[src/rtl/sipo_ctrl_if.sv]
// Handshake bundle between the input-deserialiser sequencer and its environment
// (input memory, shift register, forward-propagation consumer).
interface sipo_ctrl_if #(
  parameter int WIDTH = 32
);
  logic             start;
  logic             abort;
  logic             o_ready;
  logic [WIDTH-1:0] addr;
  logic             shift_en;
  logic             o_valid;
  logic [WIDTH-1:0] step;
  logic             busy;
  logic             done;

  modport master (
    input  start, abort, o_ready,
    output addr, shift_en, o_valid, step, busy, done
  );

  modport slave (
    output start, abort, o_ready,
    input  addr, shift_en, o_valid, step, busy, done
  );
endinterface

[src/rtl/sipo_ctrl.sv]
// Sequencer for the LSTM input deserialiser: loads one (NUM-1)-word vector per
// timestep into the external shift register and hands it off with valid/ready.
module sipo_ctrl #(
  parameter int WIDTH          = 32,
  parameter int NUM            = 69,
  parameter int NUM_ITERATIONS = 8
) (
  input  logic         clk,
  input  logic         rst,
  sipo_ctrl_if.master  bus
);

  localparam logic [1:0] S_IDLE = 2'd0;
  localparam logic [1:0] S_LOAD = 2'd1;
  localparam logic [1:0] S_WAIT = 2'd2;
  localparam logic [1:0] S_DONE = 2'd3;

  localparam int               KW        = (NUM > 2) ? $clog2(NUM - 1) : 1;
  localparam logic [KW-1:0]    K_LAST    = KW'(NUM - 2);
  localparam logic [WIDTH-1:0] STEP_LAST = WIDTH'(NUM_ITERATIONS - 1);

  logic [1:0]       state;
  logic [KW-1:0]    k;
  logic [WIDTH-1:0] addr_q;
  logic [WIDTH-1:0] step_q;

  // addr_q is a running counter: it already equals step*(NUM-1)+k, so the
  // next timestep simply continues from last+1 without any multiply.
  always_ff @(posedge clk or posedge rst) begin
    if (rst) begin
      state  <= S_IDLE;
      k      <= '0;
      addr_q <= '0;
      step_q <= '0;
    end else if (bus.abort) begin
      state <= S_IDLE;
    end else begin
      case (state)
        S_IDLE: begin
          if (bus.start) begin
            state  <= S_LOAD;
            k      <= '0;
            addr_q <= '0;
            step_q <= '0;
          end
        end
        S_LOAD: begin
          addr_q <= addr_q + WIDTH'(1);
          if (k == K_LAST) state <= S_WAIT;
          else             k     <= k + KW'(1);
        end
        S_WAIT: begin
          if (bus.o_ready) begin
            if (step_q == STEP_LAST) begin
              state <= S_DONE;
            end else begin
              state  <= S_LOAD;
              step_q <= step_q + WIDTH'(1);
              k      <= '0;
            end
          end
        end
        S_DONE:  state <= S_IDLE;
        default: state <= S_IDLE;
      endcase
    end
  end

  assign bus.addr     = addr_q;
  assign bus.step     = step_q;
  assign bus.shift_en = (state == S_LOAD);
  assign bus.o_valid  = (state == S_WAIT);
  assign bus.busy     = (state == S_LOAD) || (state == S_WAIT);
  assign bus.done     = (state == S_DONE);

endmodule

[src/flat_wrapper.sv]
// flat-port wrapper written by rule: the top's interface ports become plain ports
module sipo_ctrl_flat 
#(
  parameter int WIDTH          = 32,
  parameter int NUM            = 69,
  parameter int NUM_ITERATIONS = 8
)
  (clk, rst, bus_start, bus_abort, bus_o_ready, bus_addr, bus_shift_en, bus_o_valid, bus_step, bus_busy, bus_done);
  sipo_ctrl_if #(.WIDTH(WIDTH)) bus_i ();
  input  logic clk;
  input  logic rst;
  input wire logic [$bits(bus_i.start)-1:0] bus_start;
  input wire logic [$bits(bus_i.abort)-1:0] bus_abort;
  input wire logic [$bits(bus_i.o_ready)-1:0] bus_o_ready;
  output wire logic [$bits(bus_i.addr)-1:0] bus_addr;
  output wire logic [$bits(bus_i.shift_en)-1:0] bus_shift_en;
  output wire logic [$bits(bus_i.o_valid)-1:0] bus_o_valid;
  output wire logic [$bits(bus_i.step)-1:0] bus_step;
  output wire logic [$bits(bus_i.busy)-1:0] bus_busy;
  output wire logic [$bits(bus_i.done)-1:0] bus_done;
  assign bus_i.start = bus_start;
  assign bus_i.abort = bus_abort;
  assign bus_i.o_ready = bus_o_ready;
  assign bus_addr = bus_i.addr;
  assign bus_shift_en = bus_i.shift_en;
  assign bus_o_valid = bus_i.o_valid;
  assign bus_step = bus_i.step;
  assign bus_busy = bus_i.busy;
  assign bus_done = bus_i.done;
  sipo_ctrl #(.WIDTH(WIDTH), .NUM(NUM), .NUM_ITERATIONS(NUM_ITERATIONS)) u_core (.clk(clk), .rst(rst), .bus(bus_i));
endmodule
[config.mk]
export PLATFORM = sky130hd
export DESIGN_NAME = sipo_ctrl_flat
export DESIGN_NICKNAME = d
export VERILOG_FILES = /design/src/rtl/sipo_ctrl_if.sv /design/src/rtl/sipo_ctrl.sv /design/src/flat_wrapper.sv
export SDC_FILE = /design/constraint.sdc
export NUM_CORES = 1
export LEC_CHECK = 0
export ABC_AREA = 1
export CAP_MARGIN = 15
export CORE_MARGIN = 4
export CORE_UTILIZATION = 30
export CTS_BUF_LIST = sky130_fd_sc_hd__clkbuf_16
export DETAILED_ROUTE_END_ITERATION = 10
export HOLD_SLACK_MARGIN = 0.02
export PLACE_DENSITY = 0.59
export SLEW_MARGIN = 20
export SYNTH_ARGS = -nofsm -noshare
export SYNTH_HDL_FRONTEND = slang
export SYNTH_SLANG_ARGS = --single-unit
export TNS_END_PERCENT = 100
[constraint.sdc]
create_clock -name clk -period 3 [get_ports clk]
set_clock_uncertainty 0.1 [all_clocks]
set_input_delay 0.75 -clock clk [delete_from_list [all_inputs] [get_ports clk]]
set_output_delay 0.75 -clock clk [all_outputs]
set_load 0.01 [all_outputs]
After elaboration in Yosys (flattened, before gate mapping)
Index checks and enable logic that the tools add are counted.
- register bits: 73
- logic and storage cells: 45
- add/subtract/negate cells: 3
- equality and inequality tests: 12
- multiplexer cells: 16
- bitwise operators: 1
- reduce and logical (&&, ||, !) cells: 9
- operators by type and width (cell ; number):
    case mux 32 bit (2 select lines) ; 2
    two-way mux 32 bit ; 3
    adder 32 x 1 -> 32 bit (second input constant) ; 2
    equality test 32 x 3 -> 1 bit (second input constant) ; 1
    two-way mux 7 bit ; 4
    case mux 7 bit (3 select lines) ; 1
    two-way mux 2 bit ; 5
    inequality test 2 bit (second input constant) ; 4
    case mux 2 bit (4 select lines) ; 1
    adder 7 x 1 -> 7 bit (second input constant) ; 1
    equality test 7 bit (second input constant) ; 1
    inequality test 3 bit (second input constant) ; 2
    AND reduction 3 bit ; 2
    AND reduction 6 bit ; 1
    AND reduction 5 bit ; 1
    equality test 2 bit (second input constant) ; 2
    nonzero test 2 bit ; 2
    inequality test 3 x 2 -> 1 bit (second input constant) ; 1
    nonzero test 3 bit ; 1
    equality test 2 x 1 -> 1 bit (second input constant) ; 1
    zero test 2 bit ; 1
    logical OR 1 bit ; 1
    NOT 1 bit ; 1

Longest topological paths before layout
- word-level depth: 5
- depth in mapped cells: 12

Least setup slack after synthesis
Ideal clock, no wire load.
- kind: reg2reg
- from: register u_core.state[0]
- to: register u_core.step_q[10], in the netlist u_core.bus.step[10]
- setup time: 129 ps
- arrival: 1647 ps
- required time: 2771 ps
- slack: 1124 ps
- stages on the path, launching flop included: 11
- buffers on the path: 2
- cells stage by stage: dfrtp_1 inv_1 ha_1 buf_6 inv_1 o21ai_0 a21oi_1 nand3_4 buf_6 nand2_1 o21ai_0
- longest elaborated chain between the ends: 3
- elaborated cells on any way between the ends: 8
- RTL lines (item ; line ; text):
    start, declared ; sipo_ctrl.sv:22 ; logic [1:0] state;
    start signal, assigned ; sipo_ctrl.sv:31 ; state <= S_IDLE;
    start signal, assigned ; sipo_ctrl.sv:36 ; state <= S_IDLE;
    start signal, assigned ; sipo_ctrl.sv:41 ; state <= S_LOAD;
    equality test 2 bit * ; - ;
    named net bus_o_valid ; flat_wrapper.sv:17 ; output wire logic [$bits(bus_i.o_valid)-1:0] bus_o_valid;
    inequality test 2 bit (no line) or nonzero test 2 bit (tied branches) ; - ;
    AND reduction 5 bit (no line) ; - ;
    end signal, assigned ; sipo_ctrl.sv:58 ; step_q <= step_q + WIDTH'(1);
    end, declared ; sipo_ctrl.sv:25 ; logic [WIDTH-1:0] step_q;
The timed path passes the listed nets; every way through them passes the cells marked *.
A chain may end at the register's enable or synchronous reset.

Worst setup path after layout
- from: register u_core.state[0]
- to: output bus_o_valid
- longest elaborated chain between the ends: 1
- RTL lines (item ; line ; text):
    equality test 2 bit ; sipo_ctrl.sv:72 ; assign bus.o_valid = (state == S_WAIT);
    end, declared ; flat_wrapper.sv:17 ;
No other way between the ends.

==> flow_summary.yaml <==
pwr:
  power.switching_w: 0.00103
  switching_share: 0.341
  power_frac_clock: 0.383
  internal_power_w: 0.00199
  irDropWorstVdd_mv: 0.338
  seqPwrFrac: 0.358
  powerDensity_mw_per_mm2: 490
  pwr-share-comb: 0.259
  leakagePower_nw: 2.53
cts:
  path_clk_slew_ps: 60
  htree_levels: 3
  worstSkewPairLatency_ps: 340
  cts_hold_buf: 0
  post_cts_buffers: 0
  clkSinkCount: 73
  cts-buffers-inserted: 9
  clockRootBuffer: "clkbuf_16"
  cts_buffer_depth: 2
  cts_tree: "built"
  cts-resized-gates: 0
timing:
  layout_min_cycle_time_ps: 2730
  tightest_slew_ps: 544
  slew_headroom: 0.637
  fin_crit_sh: 0.910
  fin_setup_tns_ps: 0
  rsz0062_at_grt: "no"
  setup_viol: 0
  drv_slew: 0
  finalHoldViolCount: 0
  max_freq_mhz: 366
die:
  dieArea_mm2: 0.0185
  start_util: 0.307
  num_rows: 46
  die_w_um: 136
  coreArea_mm2: 0.0160
  die_y_um: 136
  ios: 73
worst_hold_path:
  hp-class: "reg -> reg"
  min-delay-start: "u_core.k[1]"
synth:
  seq_area_frac_synth: 0.372
  synthDistinctLibCells: 32
  syn_nets: 777
  muxShareOfSynthArea: 0
  yosysWarningCount: 0
  synthAdderAreaFrac: 0.0204
  ys_seq_elements: 73
  synthXorXnorAreaFrac: 0.0196
  syn_inst: 764
  synth_area_mm2: 0.00492
  synth_compound_gate_area_share: 0.0761
  synth-simple-area-share: 0.432
  syn_avg_cell_area_um2: 6.44
  synth_top_family_by_area: "simple AND/OR/NAND/NOR gates"
grt:
  use_met1: 0.215
  grt_max_degree: 65
  overflow: 0
  grt_pass1_wl_um: 23100
  grt_antenna_before_repair: 0
  grt_pass1_vias: 4577
  grt_util_all_layers: 0.156
  use_met2: 0.247
  top_usage_layer: "met2"
  met3_usage: 0.0322
finish:
  final_cell_area_mm2: 0.00618
  diodes: 0
  finalCoreUtilization: 0.386
  final_common_cell: "nand2_1"
  fill_cells: 1739
  final_cell_mix: "nand2_1 (267), nor2_1 (135), inv_1 (76)"
  nets: 853
  regArea_mm2: 0.00183
  syn_to_final_growth_pct: 25.7
  multiInputGateArea_mm2: 0.00269
  layout-drive-gt1-share: 0.0438
worst_setup_path:
  critPathLaunch: "u_core.state[0]"
  cp_num_buf_inv: 2
  path_cells: "inv_1 > ha_1 > clkdlybuf4s50_1"
  crit_required_ps: 2150
  critPathArrivalTime_ps: 1880
  crit_slowest_cell: "clkdlybuf4s50_1"
  max_stage_delay_ps: 620
  cp_max_fo: 5
  cp-start-kind: "flip-flop"
  cp_top_family: "buffers and inverters"
  path_class: "reg -> out"
  r2r-start: "u_core.state[0]"
  cp-end-kind: "output pin"
routing:
  viasPerCell: 4.68
  drt-initial-drc-count: 286
  final_antenna_net_count: 0
  wl_per_cell_um: 13.2
  vias: 4957
  wirelength_um: 13900
  drc: 0
  first_pass_iters: 5
place:
  postPlaceCellArea_mm2: 0.00587
  io_buffers: 72
  place_hpwl_um: 10400
  routabilityCongestion: 0.886
flow_run:
  maxCapViolCount: 0
outcome:
  status: "completed"
## metrics by stage
step / setup WS [ps] / hold slack [ps] / std cells / power [W]
floorplan: 297 / 375 / 764 / 0.00167
global placement: 419 / 403 / 1045 / 0.00189
detailed placement: 394 / 409 / 1045 / 0.00189
CTS: 218 / 426 / 1060 / 0.00307
global route: 179 / 464 / 1060 / 0.00322
finish: 270 / 425 / 1060 / 0.00303
## power by group through the flow
| stage | Combinational, W | Sequential (W) | Clock [W] |
|---|---|---|---|
| after floorplan | 0.000574 | 0.00109 | 0 |
| after global placement | 0.000789 | 0.00110 | 0 |
| after detailed placement | 0.000791 | 0.00110 | 0 |
| after CTS | 0.000795 | 0.00108 | 0.00119 |
| after global routing | 0.000898 | 0.00109 | 0.00123 |
| final | 0.000783 | 0.00108 | 0.00116 |
## per-layer routing
layer | wire (um) | share of wire | vias to the layer above
met5 | 0 | 0 | -
met4 | 122 | 0.0088 | 0
li1 | - | - | 2575
met2 | 6360 | 0.46 | 120
met1 | 6810 | 0.49 | 2251
met3 | 643 | 0.046 | 11
## cell usage after synthesis, drive strengths merged
master  count  area (um2)
ha          8         100
dfrtp      73        1830
a21oi      12        60.1
o211a       1        10.0
and2        2        12.5
xor2        4        35.0
and3        1        6.26
or2         2        12.5
a31o        1        8.76
nand3      65         338
nand4      12        75.1
clkbuf      6        22.5
nor3        7        35.0
xnor2       7        61.3
nor3b       3        22.5
buf         9        88.8
o21ai      55         275
nor4        2        12.5
nand3b      1        7.51
o21bai      1        7.51
and3b       1        8.76
nor2      141         554
inv        76         285
a31oi       2        12.5
nand2     272        1040
## cells by family (layout without fill, tap and decap cells)
kind of cell	Yosys count	after routing
xor gates and xnor gates	11	11
adders and majority gates	8	8
AOI/OAI and AO/OA	72	72
DFF	73	73
buffers and inverters	91	171
and+or+nand+nor	509	509
## sequential cells by signal, indices dropped and copies added, names as in the netlist
register	flops
u_core.bus.addr	32
u_core.bus.step	32
u_core.k	7
u_core.state	2
## worst min-delay path, cell delays in order (launching register included)
cell	delay, ps
dfrtp_1	380
nand2_1	60
nand2_1	50
## worst paths after layout
kind	to	slack [ps]	depth (start not counted)
worst max-delay path	bus_o_valid	270	3
worst min-delay path	u_core.k[1]	430	2
worst max register to register	u_core.bus.step[20]	550	10
worst min register to register	u_core.k[1]	430	2
max in group asynchronous	u_core.k[6]	1560	3
min in group asynchronous	u_core.bus.step[24]	650	2
## area by class of cell
class / count / share of cell area
Sequential cell: 73 / 0.296
Clock buffer: 9 / 0.0364
Inverter: 76 / 0.0464
Timing Repair Buffer: 80 / 0.128
Multi-Input combinational cell: 600 / 0.436
Clock inverter: 6 / 0.0136
Tap cell: 216 / 0.0437
Power figures use the tool's default switching activity.
